### src/rtl/time_display_mux.sv
// Time display multiplexer: drives a 6-digit multiplexed 7-segment display (HH MM SS)
// from the binary hour, minute and second counters.
//
// Ports:
//   inclk      - clock
//   rst        - asynchronous active-high reset
//   hour_in    - hour value, valid 0..23
//   min_in     - minute value, valid 0..59
//   sec_in     - second value, valid 0..59
//   blink_mask - field blink enables {hour, minute, second}
//   seg_out    - segments {a,b,c,d,e,f,g}, active-high, registered
//   dig_sel    - one-hot digit enable (bit0 = hour tens ... bit5 = second ones), registered
//   dp_out     - colon decimal point, lit on hour ones and minute ones, registered
module time_display_mux #(
  parameter int unsigned SCAN_DIV     = 4,
  parameter int unsigned BLINK_FRAMES = 2,
  parameter int unsigned LZ_BLANK     = 0
) (
  input  logic       inclk,
  input  logic       rst,
  input  logic [5:0] hour_in,
  input  logic [5:0] min_in,
  input  logic [5:0] sec_in,
  input  logic [2:0] blink_mask,
  output logic [6:0] seg_out,
  output logic [5:0] dig_sel,
  output logic       dp_out
);

  localparam int unsigned DivW = (SCAN_DIV > 1) ? $clog2(SCAN_DIV) : 1;
  localparam int unsigned FrmW = (BLINK_FRAMES > 1) ? $clog2(BLINK_FRAMES) : 1;
  localparam logic [DivW-1:0] DivLast = DivW'(SCAN_DIV - 1);
  localparam logic [FrmW-1:0] FrmLast = FrmW'(BLINK_FRAMES - 1);

  localparam logic [6:0] SegDash  = 7'b0000001;
  localparam logic [6:0] SegBlank = 7'b0000000;

  // Binary 0..63 to {tens[2:0], ones[3:0]} by comparison ladder.
  function automatic logic [6:0] bcd_split(input logic [5:0] v);
    logic [2:0] tens;
    logic [5:0] base;
    if (v >= 6'd60) begin
      tens = 3'd6; base = 6'd60;
    end else if (v >= 6'd50) begin
      tens = 3'd5; base = 6'd50;
    end else if (v >= 6'd40) begin
      tens = 3'd4; base = 6'd40;
    end else if (v >= 6'd30) begin
      tens = 3'd3; base = 6'd30;
    end else if (v >= 6'd20) begin
      tens = 3'd2; base = 6'd20;
    end else if (v >= 6'd10) begin
      tens = 3'd1; base = 6'd10;
    end else begin
      tens = 3'd0; base = 6'd0;
    end
    return {tens, 4'(v - base)};
  endfunction

  function automatic logic [6:0] seg_code(input logic [3:0] d);
    logic [6:0] s;
    unique case (d)
      4'd0:    s = 7'b1111110;
      4'd1:    s = 7'b0110000;
      4'd2:    s = 7'b1101101;
      4'd3:    s = 7'b1111001;
      4'd4:    s = 7'b0110011;
      4'd5:    s = 7'b1011011;
      4'd6:    s = 7'b1011111;
      4'd7:    s = 7'b1110000;
      4'd8:    s = 7'b1111111;
      4'd9:    s = 7'b1111011;
      default: s = SegDash;
    endcase
    return s;
  endfunction

  logic [DivW-1:0] div_cnt_q, div_cnt_d;
  logic [2:0]      idx_q, idx_d;
  logic [5:0]      hour_q, hour_d, min_q, min_d, sec_q, sec_d;
  logic [FrmW-1:0] frame_cnt_q, frame_cnt_d;
  logic            blink_phase_q, blink_phase_d;
  logic [6:0]      seg_q, seg_d;
  logic [5:0]      dig_q, dig_d;
  logic            dp_q, dp_d;

  logic       tick;
  logic [5:0] field_val;
  logic [5:0] field_max;
  logic       field_blink;
  logic       field_valid;
  logic [6:0] split;
  logic [6:0] seg_n;

  // Field selection and segment decode for the digit at idx_q.
  always_comb begin
    field_val   = sec_q;
    field_max   = 6'd59;
    field_blink = blink_mask[0];
    unique case (idx_q)
      3'd0: begin
        // Frame start: hour tens shows the value being snapshotted on this edge.
        field_val   = hour_in;
        field_max   = 6'd23;
        field_blink = blink_mask[2];
      end
      3'd1: begin
        field_val   = hour_q;
        field_max   = 6'd23;
        field_blink = blink_mask[2];
      end
      3'd2, 3'd3: begin
        field_val   = min_q;
        field_blink = blink_mask[1];
      end
      default: ;
    endcase

    field_valid = (field_val <= field_max);
    split       = bcd_split(field_val);

    if (blink_phase_q && field_blink) begin
      seg_n = SegBlank;
    end else if ((LZ_BLANK != 0) && (idx_q == 3'd0) && field_valid && (split[6:4] == 3'd0)) begin
      seg_n = SegBlank;
    end else if (!field_valid) begin
      seg_n = SegDash;
    end else if (idx_q[0] == 1'b0) begin
      seg_n = seg_code({1'b0, split[6:4]});
    end else begin
      seg_n = seg_code(split[3:0]);
    end
  end

  // Next-state logic.
  always_comb begin
    tick          = (div_cnt_q == DivLast);
    div_cnt_d     = tick ? '0 : div_cnt_q + DivW'(1);
    idx_d         = idx_q;
    hour_d        = hour_q;
    min_d         = min_q;
    sec_d         = sec_q;
    frame_cnt_d   = frame_cnt_q;
    blink_phase_d = blink_phase_q;
    seg_d         = seg_q;
    dig_d         = dig_q;
    dp_d          = dp_q;

    if (tick) begin
      seg_d = seg_n;
      dig_d = 6'(1) << idx_q;
      dp_d  = (idx_q == 3'd1) || (idx_q == 3'd3);
      idx_d = (idx_q == 3'd5) ? 3'd0 : idx_q + 3'd1;

      if (idx_q == 3'd0) begin
        hour_d = hour_in;
        min_d  = min_in;
        sec_d  = sec_in;
      end

      if (idx_q == 3'd5) begin
        if (frame_cnt_q == FrmLast) begin
          frame_cnt_d   = '0;
          blink_phase_d = ~blink_phase_q;
        end else begin
          frame_cnt_d = frame_cnt_q + FrmW'(1);
        end
      end
    end
  end

  always_ff @(posedge inclk or posedge rst) begin
    if (rst) begin
      div_cnt_q     <= '0;
      idx_q         <= '0;
      hour_q        <= '0;
      min_q         <= '0;
      sec_q         <= '0;
      frame_cnt_q   <= '0;
      blink_phase_q <= 1'b0;
      seg_q         <= '0;
      dig_q         <= '0;
      dp_q          <= 1'b0;
    end else begin
      div_cnt_q     <= div_cnt_d;
      idx_q         <= idx_d;
      hour_q        <= hour_d;
      min_q         <= min_d;
      sec_q         <= sec_d;
      frame_cnt_q   <= frame_cnt_d;
      blink_phase_q <= blink_phase_d;
      seg_q         <= seg_d;
      dig_q         <= dig_d;
      dp_q          <= dp_d;
    end
  end

  assign seg_out = seg_q;
  assign dig_sel = dig_q;
  assign dp_out  = dp_q;

endmodule

### config.mk
export PLATFORM = sky130hd
export DESIGN_NAME = time_display_mux
export DESIGN_NICKNAME = d
export VERILOG_FILES = /design/src/rtl/time_display_mux.sv
export SDC_FILE = /design/constraint.sdc
export NUM_CORES = 1
export LEC_CHECK = 0
export ABC_AREA = 1
export CORE_ASPECT_RATIO = 1.2
export CORE_MARGIN = 2
export CORE_UTILIZATION = 49
export CTS_CLUSTER_SIZE = 30
export DETAILED_ROUTE_END_ITERATION = 16
export GPL_ROUTABILITY_DRIVEN = 0
export PLACE_DENSITY = 0.73
export SYNTH_ARGS = -nofsm -noshare
export SYNTH_HDL_FRONTEND = slang
export SYNTH_SLANG_ARGS = --single-unit
### constraint.sdc
create_clock -name inclk -period 4.6 [get_ports inclk]
set_input_delay 0.92 -clock inclk [delete_from_list [all_inputs] [get_ports inclk]]
set_output_delay 0.92 -clock inclk [all_outputs]
set_load 0.05 [all_outputs]
Word-level counts from Yosys, hierarchy flattened
Memory sizes are Yosys's and may differ from the RTL's.
Index checks and enable logic that the tools add are counted.
{"block": "totals", "elab_cells": 59, "inputBits": 23, "memories": 2, "rom_bits": 168, "output_inout_bits": 14, "reg_bits": 39}
{"block": "classes", "shifts": 1, "bitwise_logic": 1, "addsub": 4, "magnitude_cmp": 7, "reduce_logical": 8, "n_mux": 21, "n_eq_ne": 5}
{"name": "(name not given)", "depth": 16, "word_bits": 7, "rd": 1, "rd_ports_with_merged_regs": 0, "wr": 0, "line_no": "62", "source": "unique case (d)"}
{"name": "(name not given)", "depth": 8, "word_bits": 7, "rd": 1, "rd_ports_with_merged_regs": 0, "wr": 0, "line_no": "62"}
{"operator": "2-to-1 mux 4 bit", "n": 6}
{"operator": "2-to-1 mux 7 bit", "n": 3}
{"operator": ">= comparator 6 bit (second input constant)", "n": 3}
{"operator": "case mux 6 bit (3 select lines)", "n": 1}
{"operator": ">= comparator 6 x 5 -> 1 bit (second input constant)", "n": 2}
{"operator": "2-to-1 mux 3 bit", "n": 4}
{"operator": "== test 3 x 2 -> 1 bit (second input constant)", "n": 2}
{"operator": ">= comparator 6 x 4 -> 1 bit (second input constant)", "n": 1}
{"operator": "<= comparator 6 bit", "n": 1}
{"operator": "2-to-1 mux 2 bit", "n": 3}
{"operator": "2-to-1 mux 6 bit", "n": 1}
{"operator": "left shift 1 x 3 -> 6 bit (first input constant)", "n": 1}
{"operator": "AND reduction 2 bit", "n": 2}
{"operator": "OR reduction 2 bit", "n": 2}
{"operator": "subtractor 4 bit", "n": 1}
{"operator": "adder 3 x 1 -> 3 bit (second input constant)", "n": 1}
{"operator": "== test 3 x 1 -> 1 bit (second input constant)", "n": 1}
{"operator": "== test 3 bit (second input constant)", "n": 1}
{"operator": "zero test 3 bit", "n": 1}
{"operator": "AND reduction 3 bit", "n": 1}
{"operator": "adder 2 x 1 -> 2 bit (second input constant)", "n": 1}
{"operator": "== test 2 bit (second input constant)", "n": 1}
{"operator": "2-to-1 mux 1 bit", "n": 2}
{"operator": "case mux 1 bit (2 select lines)", "n": 1}
{"operator": "4 further kinds", "n": 4}

Logic depth before layout (Yosys ltp)
Gate-level depths: netlist of the first run.
An unclocked memory read counts as a cell.
{"block": "logic_depth", "ltp_word": 15, "ltp_mapped": 30}

Worst setup path after synthesis of the first run
OpenSTA, ideal clock, no wires.
{"block": "synth_path", "path_kind": "reg2reg", "startpoint": "register idx_q[0]", "endpoint": "register seg_q[3] (netlist: seg_out[3])", "slack_ns": 1.090, "setup_ns": 0.118, "arrival_time_ns": 3.392, "period_less_slack_ns": 3.510, "path_stages_with_launch": 29, "n_path_buf": 2, "path_cell_list": "dfrtp_1 buf_4 clkbuf_1 nand2_1 inv_1 ha_1 inv_1 nand2_2 nor2_4 nand2_1 nand2_2 inv_1 a21oi_2 inv_1 nand2_1 nand2_1 nand2_1 inv_1 ha_1 inv_1 fa_1 inv_1 nand2_1 o21ai_0 nand3_1 nand2_1 nand2_1 nand2_1 nand2_1"}
{"block": "synth_via", "elab_chain_cells": 15, "elab_cells_between_ends": 35, "classes_between": "add/sub: 1; order compare: 7; eq/ne: 3; mux: 18; reduce/logical: 4; memory: 2"}
{"element": "start, declared", "line_no": "79", "source": "logic [2:0] idx_q, idx_d;"}
{"element": "start signal, assigned", "line_no": "186", "source": "idx_q <= idx_d;"}
{"element": "== test 3 x 2 -> 1 bit", "line_no": "100", "source": "unique case (idx_q)"}
{"element": "OR reduction 2 bit", "line_no": "100"}
{"element": "case mux 6 bit (3 select lines)", "line_no": "100"}
{"element": ">= comparator 6 x 4 -> 1 bit", "line_no": "52", "source": "end else if (v >= 6'd10) begin"}
{"element": "2-to-1 mux 4 bit", "line_no": "52"}
{"element": "2-to-1 mux 4 bit", "line_no": "50", "source": "end else if (v >= 6'd20) begin"}
{"element": "2-to-1 mux 4 bit", "line_no": "48", "source": "end else if (v >= 6'd30) begin"}
{"element": "2-to-1 mux 4 bit", "line_no": "46", "source": "end else if (v >= 6'd40) begin"}
{"element": "2-to-1 mux 4 bit", "line_no": "44", "source": "end else if (v >= 6'd50) begin"}
{"element": "2-to-1 mux 4 bit", "line_no": "42", "source": "if (v >= 6'd60) begin"}
{"element": "subtractor 4 bit", "line_no": "57", "source": "return {tens, 4'(v - base)};"}
{"element": "memory (16 x 7 bit)"}
{"element": "2-to-1 mux 7 bit", "line_no": "128", "source": "end else if (idx_q[0] == 1'b0) begin"}
{"element": "2-to-1 mux 7 bit", "line_no": "126", "source": "end else if (!field_valid) begin"}
{"element": "2-to-1 mux 7 bit (*)", "line_no": "122", "source": "if (blink_phase_q && field_blink) begin"}
{"element": "end signal, assigned", "line_no": "192", "source": "seg_q <= seg_d;"}
{"element": "end, declared", "line_no": "83", "source": "logic [6:0] seg_q, seg_d;"}
Mark *: on every way between the ends. The rest lies on a longest branch, timed or not.
A chain may end at the register's enable or synchronous reset.

Worst setup path in the final report of the first run
{"block": "layout_path", "startpoint": "register idx_q[0]", "endpoint": "register seg_q[0] (netlist: seg_out[0])"}
The elaborated chain is that of the path after synthesis.

==> results.toml, run 1 <==
[timing]
setup_slack_ps = 647
period_minus_slack_ps = 3950
whs_ps = 430
slew_violations = 0
final.setup.tns_ps = 0
rsz0062_at_grt = "no"
slew_headroom_pct = 47.4
final-setup-viol-count = 0
max_freq_mhz = 253
fin_crit_sh_pct = 85.9
finClkSkew_ps = 8.08
hold_viol_final = 0
worstMarginPinSlew_ps = 787

[drt]
topRoutingLayerUsed = "met4"
wl_per_cell_um = 12.6
antenna_left = 0
wl_met1_um = 2150
totalWireLength_um = 5080
drc = 0
vias_per_cell = 5.09
wl_met3_um = 137
drtIter0Drc = 56
via_count = 2057
dr.pass1.iters = 4
wl_met2_um = 2620

[floorplan]
fp.dieH_um = 81.2
dieWidth_um = 68.4
core_area_um2 = 4870
fp.dieArea_um2 = 5550
pin_count = 37
rows = 28
initial_core_util_pct = 50.0

[clock_tree]
cts_tree = "built"
hold_buffers = 0
cts.sinks = 39
cts_max_level = 2
cts_buffers = 5
cts_resized = 0
cts-root-buf = "clkbuf_8"
cts.reportedPaths.clkPinSlew_ps = 80
clk_latency_ps = 300
clk_path_buf_depth = 2
cts_setup_buffers = 0

[cells_and_area]
final_cell_area_um2 = 2940
area_growth_pct = 20.6
final_common_cell = "nand2_1"
drive_gt1_share_pct = 15.1
nets = 382
diodes = 0
most-common-layout-cells = "nand2_1 (99), dfrtp_1 (39), clkdlybuf4s50_1 (36)"

[worst_setup_path]
cpPeakStageDelay_ps = 590
cp_max_fo = 16
arrival_ps = 4140
crit_family = "simple AND/OR/NAND/NOR gates"
crit_buf_inv = 7
required_ps = 4780
crit_slowest_cell = "dfrtp_1"
path_class = "register to register"
endpoint_kind = "register"
critPathLaunchType = "register"
crit_top_cell = "nand2_1"

[synth]
ys_ff_latch = 39
synthSimpleGateAreaFrac_pct = 29.5
ys_warn_count = 0
yosys.cell_types.count = 29
synth_mux_area_share_pct = 7.86
synth.avg_cell_area_um2 = 7.99
synth_fa_ha_area_share_pct = 8.53
yosysSeqAreaShare_pct = 40.1
synth_area_um2 = 2440
synth_compound_area_share_pct = 6.99
synth_top_family_by_area = "simple AND/OR/NAND/NOR gates"
synthCells = 305
synth_xor_area_share_pct = 0.719
syn-num-nets = 344

[placement]
portBuffers = 36
dp_slack_ps = 508
hpwl_um = 3990
post_dp_cell_area_um2 = 2850

[hold_path]
min_path_type = "register to register"

[job]
maxCapViolations = 0

[power_and_ir_drop]
power_mw = 0.840
p_leak_nw = 1.44
power.density_nw_per_um2 = 286
peakVddDrop_v = 0.000234

[global_routing]
first_global_vias = 2002
grt_max_degree = 40
grt_first_pass_wirelength_um = 8590
grt_usage_pct = 20.7
grt_antenna_before_repair = 0
overflow = 0

[run_status]
outcome = "completed"
## path summary, 6_finish.rpt
path	from	endpoint	slack [ps]	cells past startpoint
hold reg to reg	div_cnt_q[0]$_DFF_PP0_	div_cnt_q[0]$_DFF_PP0_	430	1
hold / removal	div_cnt_q[0]$_DFF_PP0_	div_cnt_q[0]$_DFF_PP0_	430	1
setup reg to reg	idx_q[0]$_DFFE_PP0P_	seg_out[0]$_DFFE_PP0P_	650	26
min in group asynchronous	rst	dig_sel[2]$_DFFE_PP0P_	1070	3
max in group asynchronous	rst	min_q[2]$_DFFE_PP0P_	3180	3
setup / recovery	idx_q[0]$_DFFE_PP0P_	seg_out[0]$_DFFE_PP0P_	650	26
## power breakdown
part / internal (mW) / switching, mW / total, mW
clock: 0.106 / 0.123 / 0.229
sequential: 0.367 / 0.0132 / 0.380
combinational: 0.0876 / 0.143 / 0.231
total: 0.560 / 0.279 / 0.840
## flip-flops by register name, indices dropped and copies added, names as in the netlist
name	flops
hour_q	6
frame_cnt_q	1
blink_phase_q	1
sec_q	6
dig_sel	6
idx_q	3
div_cnt_q	2
min_q	6
seg_out	7
dp_out	1
## metal layers
metal / track usage, % / vias to the layer above
met4: 9.80 / 0
met3: 3.60 / 16
met2: 35.7 / 46
met5: 0 / -
met1: 24.6 / 949
li1: - / 1046
## final cells by class
type | instances | area [um^2]
fillers | 427 | 1930
flip-flops and latches | 39 | 976
repair buffers | 37 | 368
inverters | 34 | 128
multi-input cells | 226 | 1310
well taps | 60 | 75.1
clock buffers | 6 | 72.6
clock inverters | 2 | 12.5
## synth_stat cells
master	n	area (um^2)
inv_1	27	101
ha_1	15	188
nor2_2	1	6.26
fa_1	1	20.0
nand3_4	1	17.5
a31oi_1	1	6.26
nand3_1	21	105
dfrtp_1	39	976
nand2_2	9	56.3
nand4_1	1	6.26
nor2_4	2	22.5
clkbuf_1	5	18.8
inv_2	7	26.3
a41oi_1	1	8.76
o21ai_2	1	8.76
nand2_4	1	11.3
nand2_1	99	372
mux2_2	17	191
o21ai_0	11	55.1
nor2_1	22	82.6
buf_4	1	7.51
nand3_2	4	40.0
a21oi_1	11	55.1
xor2_1	1	8.76
o31ai_1	1	7.51
a21boi_0	2	15.0
o21ai_1	1	5.00
xnor2_1	1	8.76
a21oi_2	1	8.76
## per-stage QoR
step / cells / util (%)
after floorplan: 305 / -
after global placement: 396 / 58.6
after detailed placement: 396 / 58.6
after CTS: 404 / 60.3
after global routing: 404 / 60.3
final: 404 / 60.3
## kinds of logic after synthesis
| kind of cell | count (synthesis) |
|---|---|
| AO/OA/AOI/OAI | 30 |
| XOR/XNOR | 2 |
| adder cells (fa/ha/maj) | 16 |
| buffers and inverters | 40 |
| flip-flops | 39 |
| multiplexers | 17 |
| AND/OR/NAND/NOR | 161 |
Power figures use the tool's default switching activity.
==> inputs of run 2 (changes only) <==
--- a/config.mk
+++ b/config.mk
@@ -6,13 +6,15 @@
 export NUM_CORES = 1
 export LEC_CHECK = 0
 export ABC_AREA = 1
+export CAP_MARGIN = 20
 export CORE_ASPECT_RATIO = 1.2
 export CORE_MARGIN = 2
 export CORE_UTILIZATION = 49
+export CTS_CLUSTER_DIAMETER = 50
 export CTS_CLUSTER_SIZE = 30
 export DETAILED_ROUTE_END_ITERATION = 16
 export GPL_ROUTABILITY_DRIVEN = 0
-export PLACE_DENSITY = 0.73
+export PLACE_DENSITY = 0.76
 export SYNTH_ARGS = -nofsm -noshare
 export SYNTH_HDL_FRONTEND = slang
 export SYNTH_SLANG_ARGS = --single-unit
==> constraint.sdc (replaced) <==
create_clock -name inclk -period 3.35 [get_ports inclk]
set_input_delay 0.67 -clock inclk [delete_from_list [all_inputs] [get_ports inclk]]
set_output_delay 0.67 -clock inclk [all_outputs]
set_load 0.05 [all_outputs]
==> results.toml, run 2 (synthesized netlist as in run 1, its figures left out) <==
[worst_setup_path]
reg2reg_to = "seg_out[1]$_DFFE_PP0P_"
path_class = "register to register"
endpoint_kind = "register"
regToRegStartpoint = "idx_q[0]$_DFFE_PP0P_"
arrival_ps = 3500
critPathLaunchType = "register"
cp_max_fo = 7
required_ps = 3540
r2r_cells = 27
r2r_slack_ps = 40

[placement]
portBuffers = 36
hpwl_um = 4010
place_inst = 416
dp_slack_ps = -231
post_dp_cell_area_um2 = 3020

[global_routing]
grt_first_pass_wirelength_um = 8940
grt_max_degree = 40
overflow = 0
first_global_vias = 2120
grt_usage_pct = 21.4
grt_antenna_before_repair = 0

[cells_and_area]
fin_cells = 436
final_cell_area_um2 = 3360
largest_reg_flops = 7
diodes = 0
most-common-layout-cells = "nand2_1 (86), dfrtp_1 (38), clkdlybuf4s50_1 (35)"
final_common_cell = "nand2_1"
drive_gt1_share_pct = 32.4
area_growth_pct = 37.9
nets = 414

[clock_tree]
clk_path_buf_depth = 2
hold_buffers = 0
cts.reportedPaths.clkPinSlew_ps = 80
cts_tree = "built"
cts_max_level = 2
cts-root-buf = "clkbuf_8"
cts_buffers = 5
cts.sinks = 39
clk_latency_ps = 300

[drt]
drc = 0
via_count = 2241
antenna_left = 0
vias_per_cell = 5.14
wl_per_cell_um = 13.5
dr.pass1.iters = 5
totalWireLength_um = 5870
drtIter0Drc = 89

[timing]
worstMarginPinSlew_ps = 761
max_freq_mhz = 302
period_minus_slack_ps = 3310
whs_ps = 432
slew_violations = 0
rsz0062_at_grt = "yes"
finClkSkew_ps = 6.54
fin_crit_sh_pct = 98.7
final-setup-viol-count = 0
slew_headroom_pct = 49.1
hold_viol_final = 0
setup_slack_ps = 42.3

[power_and_ir_drop]
p_seq_share_pct = 41.6
internal-power_mw = 0.843
p_leak_nw = 1.64
power_frac_comb_pct = 29.7
swShare_pct = 32.7
power.density_nw_per_um2 = 373
peakVddDrop_v = 0.000315
p_clk_share_pct = 28.7
power_mw = 1.25
p_sw_mw = 0.409

[floorplan]
core_area_um2 = 4870
initial_core_util_pct = 50.0
fp.dieH_um = 81.2
fp.dieArea_um2 = 5550
rows = 28
pin_count = 37
dieWidth_um = 68.4

[hold_path]
hold_depth = 1
min_path_type = "register to register"
hold_end = "div_cnt_q[0]$_DFF_PP0_"
min-delay-start = "div_cnt_q[0]$_DFF_PP0_"

[run_status]
outcome = "completed"

[job]
maxCapViolations = 0
run 2: cell types whose count changed in the layout (fill, tap and decap cells not counted), sizes merged:
cell           previous run  this run
buf                       1        33
clkinv                    1         0
dlymetal6s2s              0         1
clkbuf                    6         7
clkdlybuf4s50            36        35
run 2: area by class of cell:
class,count,area [um^2]
fillers,388,1510
multi-input cells,226,1450
flip-flops and latches,39,977
well taps,60,75.1
clock inverters,1,7.51
inverters,34,133
clock buffers,7,96.3
repair buffers,69,622
run 2: worst max-delay path: stages, from the launching register on:
cell     delay, ps
dfrtp_1        440
nand2_1        100
inv_2           50
ha_4           170
inv_4           80
nand2_4         80
nor2_4         160
nand2_2         80
nand2_2        100
buf_6          110
nor2_1          30
nand3_1         80
nand2_2         60
nand2_2         90
nand2_2         80
nand2_2         60
nand2_2         50
inv_2           80
ha_4           120
inv_2           30
fa_2           640
nor2_1         100
nor2_1         120
nand3_1         80
nand2_1         70
nand2_1         40
nand2_1         50
nand2_1         40
run 2: how the worst max path moves through the flow:
stage / startpoint / end / slack [ps] / cells after the start
CTS: idx_q[2]$_DFFE_PP0P_ / seg_out[3]$_DFFE_PP0P_ / 10 / 25
detailed placement: hour_in[4] / seg_out[0]$_DFFE_PP0P_ / -230 / 24
floorplan: idx_q[0]$_DFFE_PP0P_ / seg_out[0]$_DFFE_PP0P_ / 6 / 28
global placement: hour_in[3] / seg_out[3]$_DFFE_PP0P_ / -140 / 24
finish: idx_q[0]$_DFFE_PP0P_ / seg_out[1]$_DFFE_PP0P_ / 40 / 27
global route: idx_q[0]$_DFFE_PP0P_ / seg_out[1]$_DFFE_PP0P_ / -170 / 27
run 2: layer usage:
| layer | vias up | share of wire (%) | routed length [um] | GRT usage [%] |
|---|---|---|---|---|
| met3 | 17 | 3.1 | 179 | 4.29 |
| met5 | - | 0 | 0 | 0 |
| met4 | 0 | 3.3 | 194 | 9.20 |
| met2 | 50 | 53 | 3130 | 38.6 |
| li1 | 1117 | - | - | - |
| met1 | 1057 | 40 | 2360 | 23.7 |
run 2: timing repair:
| action | CTS | global route |
|---|---|---|
| resized for setup | 0 | 48 |
| endpoints found under the setup margin | 0 | 7 |
| buffers inserted | 0 | 12 |
| hold endpoints to repair | 0 | 0 |
run 2: through the flow:
step                TNS (ps)  util, %
floorplan                  0        -
global placement        -392     62.1
detailed placement      -966     62.1
CTS                        0     64.2
global route            -879     69.0
finish                     0     69.0
run 2: power groups by stage:
stage                     logic (mW)  clock network, mW  registers [mW]
after floorplan                0.140                  0           0.608
after global placement         0.335                  0           0.529
after detailed placement       0.341                  0           0.530
after CTS                      0.342              0.365           0.521
after global routing           0.407              0.383           0.525
final                          0.372              0.359           0.521
==> variant, RTL diff (config.mk and constraints of run 2) <==
Register the inputs `hour_in`, `min_in`, `sec_in` and `blink_mask` before use, without a reset. The logic sees them one clock later.
--- a/src/rtl/time_display_mux.sv
+++ b/src/rtl/time_display_mux.sv
@@ -37,2 +37,14 @@
 
+  logic [5:0] hour_r;
+  logic [5:0] min_r;
+  logic [5:0] sec_r;
+  logic [2:0] blink_mask_q;
+
+  always_ff @(posedge inclk) begin
+    hour_r       <= hour_in;
+    min_r        <= min_in;
+    sec_r        <= sec_in;
+    blink_mask_q <= blink_mask;
+  end
+
   // Binary 0..63 to {tens[2:0], ones[3:0]} by comparison ladder.
@@ -98,3 +110,3 @@
     field_max   = 6'd59;
-    field_blink = blink_mask[0];
+    field_blink = blink_mask_q[0];
     unique case (idx_q)
@@ -102,5 +114,5 @@
         // Frame start: hour tens shows the value being snapshotted on this edge.
-        field_val   = hour_in;
+        field_val   = hour_r;
         field_max   = 6'd23;
-        field_blink = blink_mask[2];
+        field_blink = blink_mask_q[2];
       end
@@ -109,3 +121,3 @@
         field_max   = 6'd23;
-        field_blink = blink_mask[2];
+        field_blink = blink_mask_q[2];
       end
@@ -113,3 +125,3 @@
         field_val   = min_q;
-        field_blink = blink_mask[1];
+        field_blink = blink_mask_q[1];
       end
@@ -155,5 +167,5 @@
       if (idx_q == 3'd0) begin
-        hour_d = hour_in;
-        min_d  = min_in;
-        sec_d  = sec_in;
+        hour_d = hour_r;
+        min_d  = min_r;
+        sec_d  = sec_r;
       end
Behaviour: not the same (a bounded check fails within 10 cycles, from zero or initial values and one cycle with rst high).
==> variant against run 2 <==
The flow now finishes with violations (setup timing); sequential cell count increased by 21; final area up 13%; synthesized area rose by 17%; die area grew 16%; largest power group unchanged; total power grew 52%; clock power grew 100%; global-route usage about the same; worst setup slack got worse by 83 ps; wire length increased by 14%; critical endpoint unchanged.
==> variant: results (changes against run 2) <==
status: "finished, violations left"
failed_checks: "setup timing"
hold_class: "reg2reg"
r2r-end: "seg_out[1]$_DFFE_PP0P_"
clkLatencyLatePin_ps: 350  # +50 ps
hold_start: "div_cnt_q[0]$_DFF_PP0_"
critPathArrivalTime_ps: 3630  # +130 ps
synthesis.nets: 370  # +7.6%
clockBufferDepth: 2  # unchanged
min_to: "div_cnt_q[0]$_DFF_PP0_"
hold_depth: 1  # unchanged
slowest_delay_ps: 600  # -40 ps
portBuffers: 36  # unchanged
antenna_found_initial: 0  # unchanged
cts_buffers: 9  # +4
finalSetupTns_ps: -68.0  # -68.0 ps
startpoint: "idx_q[0]$_DFFE_PP0P_"
cpLargestDelayFamily: "simple AND/OR/NAND/NOR gates"
timing.rr.start: "idx_q[0]$_DFFE_PP0P_"
drt-vias-per-instance: 5.26  # +2.2%
skew_ps: 12.8  # +6.25 ps
insertedDiodeCount: 0  # unchanged
wire_per_inst_um: 14.4  # +7.0%
synthArstFlopShare_pct: 65.0  # -35 points
synthDistinctLibCells: 33  # +14%
place_area_sq_mm: 0.00332  # +9.9%
slowest_stage: "fa_2"
clock-root-buffer: "clkbuf_8"
grt_pass1_wl_um: 10400  # +17%
nets: 436  # +5.3%
synth_commonest_cells: "nand2_1, dfrtp_1, inv_1"
layout-drive-gt1-share_pct: 27.4  # -5.1 points
cp_max_fo: 6  # -1
grt_pass1_vias: 2356  # +11%
relSlewSlack_pct: 41.7  # -7.5 points
firstDrtPassIters: 4  # -1
dp_hpwl_um: 4140  # +3.1%
grt_max_degree: 40  # unchanged
p_leak_nw: 1.83  # +11%
synthTopCellsByArea: "dfrtp_1, dfxtp_1, nand2_1"
drt_iter0_drc: 141  # +58%
yosysSeqAreaShare_pct: 49.1  # +9.1 points
setup_violations: 2  # +2
grtUsageTotal_pct: 21.4  # +0.027 points
layout_setup_ws_ps: -40.9  # -83.2 ps
irDropWorstVdd_v: 0.000539  # +71%
yosysWarnings: 0  # unchanged
htreeDepth: 3  # +1
reg2reg_depth: 24  # -11%
-- variant: worst max-delay path by stage --
| stage | to | slack, ps | depth (start not counted) |
|---|---|---|---|
| 2_1_floorplan | seg_out[0]$_DFFE_PP0P_ | 20 | 27 |
| 3_3_place_gp | seg_out[0]$_DFFE_PP0P_ | 90 | 25 |
| 3_5_place_dp | seg_out[1]$_DFFE_PP0P_ | -70 | 24 |
| 4_1_cts | seg_out[1]$_DFFE_PP0P_ | 10 | 23 |
| 5_1_grt | seg_out[1]$_DFFE_PP0P_ | -260 | 24 |
| 6_report | seg_out[1]$_DFFE_PP0P_ | -40 | 24 |
-- variant: repair_timing --
item                       CTS  global route
buffers inserted             7             9
hold endpoints to repair     0             0
cloned                       1             0
pin swaps                    5            15
hold buffers                 0             0
resized for setup            6            43
setup endpoints to repair    6             7
-- variant: worst reg2reg max path: cells and delay by family, from the launching register on --
kind | cells | cell delay, ps
and+or+nand+nor | 17 | 1490
adders and majority gates | 3 | 980
DFF | 1 | 450
AOI/OAI and AO/OA | 1 | 180
buffers and inverters | 3 | 160
-- variant: cells by family (layout without fill, tap and decap cells) --
group	Yosys count	in the layout	synth area share (%)
DFF	60	60	49.1
muxes	13	13	5.15
xor gates and xnor gates	2	2	0.617
AOI/OAI and AO/OA	33	33	6.47
adders and majority gates	16	16	7.31
and+or+nand+nor	168	169	26.1
buffers and inverters	39	109	5.20
-- variant: power by group --
part,internal (mW),switching (mW)
sequential,0.768,0.0234
combinational,0.153,0.230
clock,0.439,0.296
-- variant: per-stage QoR --
step,std cells,hold WS [ps],util [%],setup slack (ps)
6_report,466,434,67.7,-40.9
5_1_grt,466,463,67.7,-264
4_1_cts,457,433,64.2,10.1
3_5_place_dp,433,422,59.0,-65.5
3_3_place_gp,433,415,59.0,89.9
2_1_floorplan,331,403,-,22.7
-- variant: cell type report --
| class | count | area [sq um] |
|---|---|---|
| clock buffer | 10 | 138 |
| clock inverter | 6 | 86.3 |
| fill | 424 | 1820 |
| inverter | 33 | 129 |
| multi-input combinational | 233 | 1440 |
| sequential | 60 | 1400 |
| tap | 64 | 80.1 |
| timing repair buffer | 60 | 544 |
-- variant: metal layers --
| metal | track usage, % | part of all wire [%] | vias to the layer above |
|---|---|---|---|
| met4 | 10.2 | 3.6 | 0 |
| met1 | 24.1 | 40 | 1167 |
| met5 | 0 | 0 | - |
| li1 | - | - | 1181 |
| met3 | 7.75 | 3.8 | 28 |
| met2 | 35.5 | 53 | 73 |
